===== config.mk =====
export PLATFORM = sky130hd
export DESIGN_NAME = sram_arbiter
export DESIGN_NICKNAME = d
export VERILOG_FILES = /design/src/rtl/sram_arbiter.sv
export SDC_FILE = /design/constraint.sdc
export NUM_CORES = 1
export LEC_CHECK = 0
export ABC_AREA = 1
export BUFFER_PORTS_ARGS = -buffer_cell sky130_fd_sc_hd__buf_4
export CAP_MARGIN = 20
export CORE_UTILIZATION = 53
export DETAILED_ROUTE_END_ITERATION = 12
export MAX_ROUTING_LAYER = met4
export PLACE_DENSITY = 0.94
export SLEW_MARGIN = 20
export SYNTH_ARGS = -nofsm -noshare
export SYNTH_HDL_FRONTEND = slang
export SYNTH_SLANG_ARGS = --single-unit

===== constraint.sdc =====
create_clock -name clk -period 2.8 [get_ports clk]
set_input_delay 0.56 -clock clk [delete_from_list [all_inputs] [get_ports clk]]
set_output_delay 0.56 -clock clk [all_outputs]
set_load 0.005 [all_outputs]

===== src/rtl/sram_arbiter.sv =====
// Two-port arbiter for an external 16-bit async SRAM with programmable strobe width and byte-write RMW.
// Optional B anti-starvation limit is enabled by defining SRAM_ARB_FAIRNESS_EN.
module sram_arbiter #(
  parameter int unsigned ACCESS_CYCLES = 2,
  parameter int unsigned ADDR_W        = 18,
  parameter int unsigned FAIR_LIMIT    = 4
) (
  input  logic              clk,
  input  logic              reset_n,
  input  logic              i_a_req,
  input  logic              i_a_we,
  input  logic [ADDR_W-1:0] i_a_addr,
  input  logic [15:0]       i_a_wdata,
  input  logic [1:0]        i_a_be,
  output logic              o_a_ack,
  output logic [15:0]       o_a_rdata,
  input  logic              i_b_req,
  input  logic              i_b_we,
  input  logic [ADDR_W-1:0] i_b_addr,
  input  logic [15:0]       i_b_wdata,
  input  logic [1:0]        i_b_be,
  output logic              o_b_ack,
  output logic [15:0]       o_b_rdata,
  output logic [ADDR_W-1:0] o_sram_address,
  output logic [15:0]       o_sram_data,
  output logic              o_sram_data_out_en,
  input  logic [15:0]       i_sram_data,
  output logic              RAMCS,
  output logic              RAMOE,
  output logic              RAMWE,
  output logic              o_busy,
  output logic [2:0]        o_state
);

  localparam int unsigned DATA_W = 16;
  localparam int unsigned CNT_W  = 4;
  localparam logic [CNT_W-1:0] CNT_LOAD = CNT_W'(ACCESS_CYCLES - 1);
  localparam logic SINGLE_CYCLE = (ACCESS_CYCLES == 1);

  typedef enum logic [2:0] {
    IDLE     = 3'd0,
    READ     = 3'd1,
    RMW_READ = 3'd2,
    WRITE    = 3'd3,
    RECOVER  = 3'd4
  } state_t;

  typedef struct packed {
    logic              we;
    logic [ADDR_W-1:0] addr;
    logic [DATA_W-1:0] wdata;
    logic [1:0]        be;
  } req_t;

  state_t            state_q, state_d;
  logic [CNT_W-1:0]  cnt_q, cnt_d;
  logic              owner_b_q, owner_b_d;
  req_t              req_q, req_d;
  logic [DATA_W-1:0] a_rdata_q, a_rdata_d, b_rdata_q, b_rdata_d;
  logic              a_ack_q, a_ack_d, b_ack_q, b_ack_d;
  logic              cs_q, cs_d, oe_q, oe_d, we_q, we_d, den_q, den_d, busy_q, busy_d;
  logic              grant_b_c;
  req_t              sel_c;

`ifdef SRAM_ARB_FAIRNESS_EN
  logic [2:0] fair_q, fair_d;
  assign grant_b_c = i_b_req & (~i_a_req | (fair_q == 3'(FAIR_LIMIT)));
`else
  logic [2:0] unused_fair_limit;
  assign unused_fair_limit = 3'(FAIR_LIMIT);
  assign grant_b_c = i_b_req & ~i_a_req;
`endif

  assign sel_c = grant_b_c ? '{we: i_b_we, addr: i_b_addr, wdata: i_b_wdata, be: i_b_be}
                           : '{we: i_a_we, addr: i_a_addr, wdata: i_a_wdata, be: i_a_be};

  // Next-state, datapath and registered-output decode for the state being entered
  always_comb begin
    state_d   = state_q;
    cnt_d     = cnt_q;
    owner_b_d = owner_b_q;
    req_d     = req_q;
    a_rdata_d = a_rdata_q;
    b_rdata_d = b_rdata_q;
`ifdef SRAM_ARB_FAIRNESS_EN
    fair_d    = fair_q;
`endif
    case (state_q)
      IDLE: begin
        if (i_a_req || i_b_req) begin
          owner_b_d = grant_b_c;
          req_d     = sel_c;
          cnt_d     = CNT_LOAD;
          if (!sel_c.we)              state_d = READ;
          else if (sel_c.be == 2'b11) state_d = WRITE;
          else if (sel_c.be == 2'b00) state_d = RECOVER;
          else                        state_d = RMW_READ;
`ifdef SRAM_ARB_FAIRNESS_EN
          if (grant_b_c)    fair_d = 3'd0;
          else if (i_b_req) fair_d = fair_q + 3'd1;
`endif
        end
      end
      READ: begin
        if (cnt_q == '0) begin
          state_d = RECOVER;
          if (owner_b_q) b_rdata_d = i_sram_data;
          else           a_rdata_d = i_sram_data;
        end else begin
          cnt_d = cnt_q - CNT_W'(1);
        end
      end
      RMW_READ: begin
        if (cnt_q == '0) begin
          // Keep enabled lanes from the requester, fill the rest from the SRAM
          req_d.wdata = {req_q.be[1] ? req_q.wdata[15:8] : i_sram_data[15:8],
                         req_q.be[0] ? req_q.wdata[7:0]  : i_sram_data[7:0]};
          state_d = WRITE;
          cnt_d   = CNT_LOAD;
        end else begin
          cnt_d = cnt_q - CNT_W'(1);
        end
      end
      WRITE: begin
        if (cnt_q == '0) state_d = RECOVER;
        else             cnt_d   = cnt_q - CNT_W'(1);
      end
      RECOVER: state_d = IDLE;
      default: state_d = IDLE;
    endcase

    cs_d    = ~((state_d == READ) || (state_d == RMW_READ) || (state_d == WRITE));
    oe_d    = ~((state_d == READ) || (state_d == RMW_READ));
    // Last WRITE cycle releases WE for data hold unless the strobe is a single cycle
    we_d    = ~((state_d == WRITE) && ((cnt_d != '0) || SINGLE_CYCLE));
    den_d   = (state_d == WRITE) || ((state_d == RECOVER) && (state_q == WRITE));
    a_ack_d = (state_d == RECOVER) && !owner_b_d;
    b_ack_d = (state_d == RECOVER) && owner_b_d;
    busy_d  = (state_d != IDLE);
  end

  always_ff @(posedge clk or negedge reset_n) begin
    if (!reset_n) begin
      state_q   <= IDLE;
      cnt_q     <= '0;
      owner_b_q <= 1'b0;
      req_q     <= '0;
      a_rdata_q <= '0;
      b_rdata_q <= '0;
      a_ack_q   <= 1'b0;
      b_ack_q   <= 1'b0;
      cs_q      <= 1'b1;
      oe_q      <= 1'b1;
      we_q      <= 1'b1;
      den_q     <= 1'b0;
      busy_q    <= 1'b0;
`ifdef SRAM_ARB_FAIRNESS_EN
      fair_q    <= '0;
`endif
    end else begin
      state_q   <= state_d;
      cnt_q     <= cnt_d;
      owner_b_q <= owner_b_d;
      req_q     <= req_d;
      a_rdata_q <= a_rdata_d;
      b_rdata_q <= b_rdata_d;
      a_ack_q   <= a_ack_d;
      b_ack_q   <= b_ack_d;
      cs_q      <= cs_d;
      oe_q      <= oe_d;
      we_q      <= we_d;
      den_q     <= den_d;
      busy_q    <= busy_d;
`ifdef SRAM_ARB_FAIRNESS_EN
      fair_q    <= fair_d;
`endif
    end
  end

  assign o_a_ack            = a_ack_q;
  assign o_b_ack            = b_ack_q;
  assign o_a_rdata          = a_rdata_q;
  assign o_b_rdata          = b_rdata_q;
  assign o_sram_address     = req_q.addr;
  assign o_sram_data        = req_q.wdata;
  assign o_sram_data_out_en = den_q;
  assign RAMCS              = cs_q;
  assign RAMOE              = oe_q;
  assign RAMWE              = we_q;
  assign o_busy             = busy_q;
  assign o_state            = state_q;

endmodule

# Yosys cells after proc, flatten, opt, wreduce, memory -nomap -nowiden
# Index checks and enable logic that the tools add are counted.
dict set report word_totals {
  output_inout_bits 76
  register_bits 83
  wordCells 75
  input_bits 94
}
dict set report classes {
  add_sub_neg 1
  n_mux 19
  bitwise 6
  n_eq_ne 12
  reduce_logical 21
}
# op count
set ops {}
lappend ops {{$mux 37} 1}
lappend ops {{$pmux 16 s2} 1}
lappend ops {{$mux 18} 1}
lappend ops {{$mux 3} 6}
lappend ops {{$mux 16} 1}
lappend ops {{$mux 8} 2}
lappend ops {{$eq 3x2->1 const B} 4}
lappend ops {{$mux 4} 3}
lappend ops {{$pmux 4 s3} 1}
lappend ops {{$pmux 3 s3} 1}
lappend ops {{$ne 2x2->1 const B} 4}
lappend ops {{$reduce_and 4->1} 2}
lappend ops {{$eq 3x1->1 const B} 2}
lappend ops {{$reduce_and 3->1} 2}
lappend ops {{$not 1->1} 5}
lappend ops {{$logic_and 1x1->1} 4}
lappend ops {{$logic_not 4->1} 1}
lappend ops {{$logic_or 1x1->1} 4}
lappend ops {{$reduce_bool 4->1} 1}
lappend ops {{$sub 4x1->4 const B} 1}
lappend ops {{$eq 3x3->1 const B} 1}
lappend ops {{$logic_not 3->1} 1}
lappend ops {{$reduce_bool 3->1} 1}
lappend ops {{$eq 2x2->1 const B} 1}
lappend ops {{other kinds (7)} 8}

# Longest topological paths before layout
# Gate-level depths: netlist (run 1).
dict set report logic_depth {
  ltp_word 13
  mapped_depth 12
  mapped_depth_nobuf 11
}

# Worst setup path after synthesis (run 1)
# OpenSTA, ideal clock, no wires.
dict set report synth_path {
  path_type {reg2reg}
  start {register cnt_q[0]}
  end {register we_q, in the netlist RAMWE}
  n_path_buf 1
  path_slack_ns 1.116
  period_less_slack_ns 1.684
  t_required_ns 2.740
  setup_time_ns 0.060
  arrival_ns 1.624
  path_stages_with_launch 11
  path_cell_list {dfrtp_1 > inv_1 > ha_1 > nand3_1 > buf_6 > ha_1 > nand2_1 > nand4_1 > nor2_1 > nand2_1 > nand2_1}
}
dict set report synth_between {
  elab_chain_len 6
  word_cells_on_any_way 13
  cone_classes {add/sub: 1; eq/ne: 1; mux: 7; bitwise: 1; reduce/logical: 3}
}
# element line_no
set synth_rtl {}
lappend synth_rtl {{start: declaration} 56} ;# logic [CNT_W-1:0] cnt_q, cnt_d;
lappend synth_rtl {{start signal: assignment} 162} ;# cnt_q <= cnt_d;
lappend synth_rtl {{$sub 4x1->4 / $logic_not 4->1 (equally long branches)} -}
lappend synth_rtl {{$mux 4, on equally long branches} {105, 125, 114}}
lappend synth_rtl {{$pmux 4 s3 *} 88} ;# case (state_q)
lappend synth_rtl {{named net cnt_d[0]} 56}
lappend synth_rtl {{$reduce_bool 4->1 *} 135} ;# we_d = ~((state_d == WRITE) && ((cnt_d != '0) || SINGLE_CYCLE));
lappend synth_rtl {{$logic_and 1x1->1 *} 135}
lappend synth_rtl {{$not 1->1 *} 135}
lappend synth_rtl {{named net we_d} 61} ;# logic cs_q, cs_d, oe_q, oe_d, we_q, we_d, den_q, den_d, busy_q, busy_d;
lappend synth_rtl {{end signal: assignment} 171} ;# we_q <= we_d;
lappend synth_rtl {{end: declaration} 61}
# The timed path passes the listed nets; every way through them passes the cells marked *.
# A chain may end at the register's enable or synchronous reset.

# Worst setup path after layout (run 1)
dict set report layout_path {
  start {register cnt_q[0]}
  end {register req_q (netlist bit o_sram_data[15])}
}
dict set report layout_between {
  elab_chain_len 3
}
# element line_no
set layout_rtl {}
lappend layout_rtl {{$logic_not 4->1} 114} ;# if (cnt_q == '0) begin
lappend layout_rtl {{$ne 2x2->1 (no source line)} -}
lappend layout_rtl {{$reduce_and 4->1 (no source line)} -}
lappend layout_rtl {{end signal: assignment} 164} ;# req_q <= req_d;
lappend layout_rtl {{end: declaration} 58} ;# req_t req_q, req_d;
# No other way between the ends.

==> results of run 1 <==
==> area by class of cell <==
cell class              count  area, um^2
inverters                  60         225
clock inverters             7        51.3
clock buffers               9         124
repair buffers            174        1310
flip-flops and latches     83        2080
well taps                 102         128
multi-input cells         352        1690
fillers                   597        2280
==> cells in the mapped netlist, drive strengths merged <==
cell    count  area share, %
and2        1           0.14
a21oi      29            3.3
xor2        1           0.20
ha          2           0.57
nand4       3           0.42
clkbuf      7           0.62
buf        55            9.1
nand3      29            3.7
dfrtp      80             45
nand3b      3           0.51
dfstp       3            1.8
o21ai      37            4.6
nor3        2           0.74
inv        60            5.1
a31oi       8            1.1
o21a        1           0.17
nand2     173             15
nor2       44            4.2
o31ai      19            3.5
==> where the power goes <==
part           leakage, nW  total, W  internal [W]  switching [W]
Sequential           0.990   0.00217       0.00179       0.000377
Clock               0.0860  0.000782      0.000327       0.000456
Combinational         1.90   0.00271       0.00126        0.00144
Total                 2.97   0.00566       0.00338        0.00228
==> layout by cell type, fill, tap and decap left out, drive strengths merged, types with 2 or more instances in the layout <==
cell type  netlist  layout
a21oi           29      29
a31oi            8       8
buf             55     174
clkbuf           7       9
clkinv           0       3
clkinvlp         0       2
dfrtp           80      80
dfstp            3       3
ha               2       2
inv             60      62
nand2          173     173
nand3           29      29
nand3b           3       3
nand4            3       3
nor2            44      44
nor3             2       2
o21ai           37      37
o31ai           19      19
==> final timing paths <==
kind | startpoint | depth (start not counted) | to | slack (ns)
min | reset_n | 1 | o_sram_address[7]$_DFFE_PN0P_ | 0.24
max | cnt_q[0]$_DFF_PN0_ | 6 | o_sram_data[15]$_DFFE_PN0P_ | 0.88
min in group clk | i_sram_data[4] | 3 | o_b_rdata[4]$_DFFE_PN0P_ | 0.43
min reg2reg | o_sram_address[14]$_DFFE_PN0P_ | 2 | o_sram_address[14]$_DFFE_PN0P_ | 0.49
max reg2reg | cnt_q[0]$_DFF_PN0_ | 6 | o_sram_data[15]$_DFFE_PN0P_ | 0.88
max in group asynchronous | reset_n | 1 | o_b_rdata[13]$_DFFE_PN0P_ | 2.06
==> worst max-delay path, delay by kind of cell (launching register included) <==
kind	cells	cell delay, ns
AO/OA/AOI/OAI	2	0.70
flip-flops	1	0.41
buffers and inverters	2	0.33
adder cells (fa/ha/maj)	1	0.23
AND/OR/NAND/NOR	1	0.11
==> logic make-up (layout without fill, tap and decap cells) <==
logic type,after synthesis,in the layout,synth area share [%]
adder cells (fa/ha/maj),2,2,0.566
AND/OR/NAND/NOR,255,255,24.7
AO/OA/AOI/OAI,94,94,12.7
flip-flops,83,83,47.0
XOR/XNOR,1,1,0.198
buffers and inverters,122,250,14.8
==> routing by layer <==
layer	vias up	GRT usage, %	share of wire [%]
li1	1975	-	-
met5	-	-	0
met3	37	3.58	6.2
met2	192	48.3	52
met1	1927	35.2	39
met4	0	14.2	3.7
==> registers in the layout, indices dropped and copies added, names as in the netlist <==
| register | flops |
|---|---|
| RAMCS | 1 |
| RAMOE | 1 |
| RAMWE | 1 |
| cnt_q | 4 |
| o_a_ack | 1 |
| o_a_rdata | 16 |
| o_b_ack | 1 |
| o_b_rdata | 16 |
| o_busy | 1 |
| o_sram_address | 18 |
| o_sram_data | 16 |
| o_sram_data_out_en | 1 |
| o_state | 3 |
| owner_b_q | 1 |
| req_q | 2 |
==> stage by stage <==
| step | setup slack (ns) | util (%) | cell area [um^2] | cells |
|---|---|---|---|---|
| 2_1_floorplan | 1.12 | - | 4420 | 557 |
| 3_3_place_gp | 0.751 | 68.8 | 5430 | 771 |
| 3_5_place_dp | 0.632 | 68.8 | 5430 | 771 |
| 4_1_cts | 0.888 | 71.0 | 5600 | 787 |
| 5_1_grt | 0.695 | 71.1 | 5610 | 787 |
| 6_report | 0.880 | 71.1 | 5610 | 787 |
==> run_results.csv, run 1 <==
group,metric,value,unit
status,outcome,"finished, final reports clean",
synthesis,syn-num-nets,653,
worst_setup_path,critPathKind,"flop to flop",
placed_design,port_buffers,169,
timing,finalSetupViolations,0,
clock_network,root_buffer,"clkbuf_8",
final_layout,drive_gt1_share,30.4,%
worst_setup_path,cp_slowest_cell,"o31ai_4",
final_layout,num_antenna_cells,0,
synthesis,yosysSeqAreaShare,47.0,%
route,via_count,4131,
timing,min_period_over_period,68.6,%
placed_design,gp_congestion,0.913,
pwr,p_total,0.00566,W
final_layout,syn2layout_area_growth,26.8,%
timing,fin_tns_setup,0,ns
route,drt-vias-per-instance,5.25,
global_routing,grt_pass1_vias,3983,
route,wl_per_cell,15.0,um
global_routing,antenna_found_initial,0,
worst_setup_path,cp.arrival,2.12,ns
worst_setup_path,path_max_fanout,16,
timing,holdWs,0.242,ns
clock_network,cts_buffers,9,
clock_network,cts.clk_slew.worst_paths,0.09,ns
global_routing,grt_pass1_wl,19.0,mm
synthesis,synth_cell_types,33,
clock_network,cts_tree,"done",
clock_network,cts_max_level,3,
pwr,power_density,1010,nW/um^2
synthesis,ys_warn_count,0,
worst_setup_path,cp-end-kind,"flop",
global_routing,grt_start_max_net_pins,84,
clock_network,ctsResizeCount,0,
timing,period_needed,1.92,ns
die,die_h,93.4,um
worst_setup_path,required,3.00,ns
worst_setup_path,cpPeakStageDelay,0.53,ns
synthesis,syn_area_per_cell,7.94,um^2
worst_setup_path,cp_cell_sequence,"inv_1 -> ha_1 -> nand3_1 -> buf_4 -> o31ai_4 -> o21ai_0",
placed_design,dp_hpwl,8.69,mm
timing,slew_violations,0,
worst_setup_path,critPathLaunchType,"flop",
timing,worst_slew_pin_slew,0.735,ns
timing,hold_viol,0,
clock_network,hold_buffers,0,
timing,fmax,0.521,GHz
route,dr.pass1.iters,5,
die,io_pins,170,
clock_network,postCtsSetupRepairBufs,0,
clock_network,clock-sinks,83,
die,design.die.area,8710,um^2
pwr,p_leak,2.97,nW
route,postRouteAntennaNets,0,
timing,finClkSkew,0.0164,ns
route,drcViolationCount,0,
clock_network,clkLatencyLatePin,0.35,ns
final_layout,layout.nets,776,
synthesis,netlist_area,4420,um^2
route,drt_iter0_drc,258,
global_routing,gr-total-overflow,0,
pwr,ir_worst_vdd,0.526,mV
synthesis,ys_seq_elements,83,
die,core-area,7890,um^2
synthesis,synthCells,557,
route,drt_wl_total,11.8,mm
die,die_width,93.4,um
clock_network,clockBufferDepth,2,
job,cap_violations,0,
die,start_util,56.1,%
die,num_rows,32,
timing,relSlewSlack,51.0,%
global_routing,groute.usage.overall,29.0,%
timing,rsz0062_at_grt,"false",
worst_hold_path,hold_path.class,"input port to async pin",
No activity file was read; power rests on OpenSTA's default activity.
==> run 2, diff against run 1 <==
- CORE_UTILIZATION: 53 -> 49
- PLACE_DENSITY: 0.94 -> 0.88
- clock period: 2.8 -> 2 ns (I/O delays scaled with it)
==> run 2 against run 1 <==
Net effect: count of clock-buffer cells in the layout unchanged; power increased by 41%; sequential power grew 41%; die area grew 8.0%; maximum frequency grew 3.2%; core utilization is 5.4 points lower; register-to-register slack lost 0.74 ns; critical endpoint is now RAMWE$_DFF_PN1_.
==> run_results.csv, run 2 (same netlist as run 1, synthesis figures left out) <==
group,metric,value,unit
worst_hold_path,hold_path.class,"input port to flop",
pwr,power_density,1400,nW/um^2
worst_setup_path,path_common_cell,"nand2_1",
die,start_util,50.7,%
pwr,ir_worst_vdd,0.815,mV
placed_design,placed_cell_area,5540,um^2
worst_setup_path,regToRegSetupSlack,0.14,ns
clock_network,root_buffer,"clkbuf_8",
route,dr.pass1.iters,4,
worst_setup_path,r2r_end,"RAMWE$_DFF_PN1_",
timing,fin_tns_setup,0,ns
final_layout,syn2layout_area_growth,29.5,%
worst_setup_path,cpPeakStageDelay,0.41,ns
global_routing,antenna_found_initial,0,
clock_network,clkLatencyLatePin,0.37,ns
global_routing,grt_pass1_wl,19.2,mm
worst_setup_path,cp.arrival,2.17,ns
worst_setup_path,required,2.30,ns
die,core-area,8720,um^2
die,die_width,97.0,um
final_layout,drive_gt1_share,31.2,%
route,drt_wl_total,11.8,mm
die,die_h,97.0,um
timing,worst_slew_pin_slew,0.484,ns
worst_setup_path,path_max_fanout,7,
worst_setup_path,cp_cell_sequence,"inv_1 -> ha_1 -> nand3_1 -> buf_4 -> ha_1 -> nand2_1 -> nand4_1 -> nor2_1 -> nand2_1 -> nand2_1",
worst_setup_path,reg2reg_depth,10,
route,drcViolationCount,0,
placed_design,gp_congestion,0.854,
global_routing,gr-total-overflow,0,
global_routing,groute.usage.overall,26.2,%
timing,fmax,0.537,GHz
timing,relSlewSlack,67.7,%
clock_network,cts_buffers,9,
timing,finalSetupViolations,0,
clock_network,ctsResizeCount,0,
final_layout,final_cell_mix,"buf_4, nand2_1, dfrtp_1",
timing,hold_viol,0,
timing,min_period_over_period,93.1,%
route,drt_iter0_drc,187,
placed_design,port_buffers,169,
worst_setup_path,critPathLaunchType,"flop",
worst_setup_path,cp-endpoint,"RAMWE$_DFF_PN1_",
route,via_count,4134,
worst_setup_path,critPathKind,"flop to flop",
placed_design,place_inst,786,
clock_network,cts_tree,"done",
worst_setup_path,cp_slowest_cell,"dfrtp_1",
route,wl_per_cell,14.6,um
job,cap_violations,0,
pwr,p_leak,3.02,nW
placed_design,dp_hpwl,8.90,mm
route,drt-vias-per-instance,5.15,
die,io_pins,170,
timing,finClkSkew,0.0124,ns
clock_network,cts_max_level,3,
final_layout,postLayoutCellArea,5730,um^2
worst_setup_path,worst_r2r_startpoint,"cnt_q[0]$_DFF_PN0_",
final_layout,fin_cells,803,
final_layout,num_antenna_cells,0,
clock_network,clockBufferDepth,2,
clock_network,clock-sinks,83,
global_routing,grt_pass1_vias,4059,
worst_setup_path,crit_start,"cnt_q[0]$_DFF_PN0_",
final_layout,final_common_cell,"buf_4",
die,num_rows,34,
die,design.die.area,9410,um^2
clock_network,cts.clk_slew.worst_paths,0.09,ns
worst_setup_path,cp-end-kind,"flop",
route,postRouteAntennaNets,0,
final_layout,largest_reg_flops,18,
final_layout,layout.nets,786,
status,outcome,"finished, final reports clean",
timing,rsz0062_at_grt,"false",
global_routing,grt_start_max_net_pins,39,
timing,slew_violations,0,
timing,period_needed,1.86,ns
final_layout,final_util,65.7,%
clock_network,postCtsSetupRepairBufs,0,
[run 2: timing repair]
action,CTS,global route
hold endpoints to repair,4,0
setup endpoints to repair,0,0
hold buffers,1,0
[run 2: how the worst min path moves through the flow]
stage	depth (start not counted)	to	slack, ns	start
2_1_floorplan	0	cnt_q[0]$_DFF_PN0_	0.10	reset_n
3_3_place_gp	1	o_a_rdata[3]$_DFFE_PN0P_	0.38	reset_n
3_5_place_dp	1	o_a_rdata[2]$_DFFE_PN0P_	0.40	reset_n
4_1_cts	3	o_b_rdata[6]$_DFFE_PN0P_	0.25	i_sram_data[6]
5_1_grt	3	o_b_rdata[6]$_DFFE_PN0P_	0.27	i_sram_data[6]
6_report	3	o_b_rdata[6]$_DFFE_PN0P_	0.26	i_sram_data[6]
[run 2: layer usage]
metal  GRT usage, %  vias to the layer above  part of all wire (%)
met3           4.26                       34                   5.9
met4           11.8                        0                   3.6
li1               -                     1998                     -
met1           31.5                     1943                    40
met2           43.6                      159                    51
met5              -                        -                     0
[run 2: cell type report]
type / instances / area [um^2]
Clock buffer: 9 / 124
Clock inverter: 7 / 52.6
Fill cell: 710 / 2990
Inverter: 60 / 225
Multi-Input combinational cell: 352 / 1690
Sequential cell: 83 / 2080
Tap cell: 108 / 135
Timing Repair Buffer: 184 / 1420
[run 2: power breakdown]
part           switching (W)  leakage (nW)  internal [W]
logic                0.00201          1.95       0.00184
registers           0.000538         0.990       0.00251
clock network       0.000642        0.0779      0.000454
total                0.00319          3.02       0.00480
[run 2: metrics by stage]
stage	hold slack (ns)	worst slack [ns]	total power [W]
floorplan	0.104	0.316	0.00550
detailed placement	0.396	0.198	0.00691
global route	0.270	0.0274	0.00859
finish	0.264	0.139	0.00799
CTS	0.254	0.155	0.00804
global placement	0.383	0.302	0.00673
[run 2: critical path, delay by kind of cell (launching register included)]
family	cells	cell delay, ns
AND/OR/NAND/NOR	6	0.55
buffers and inverters	2	0.34
adder cells (fa/ha/maj)	2	0.50
flip-flops	1	0.41
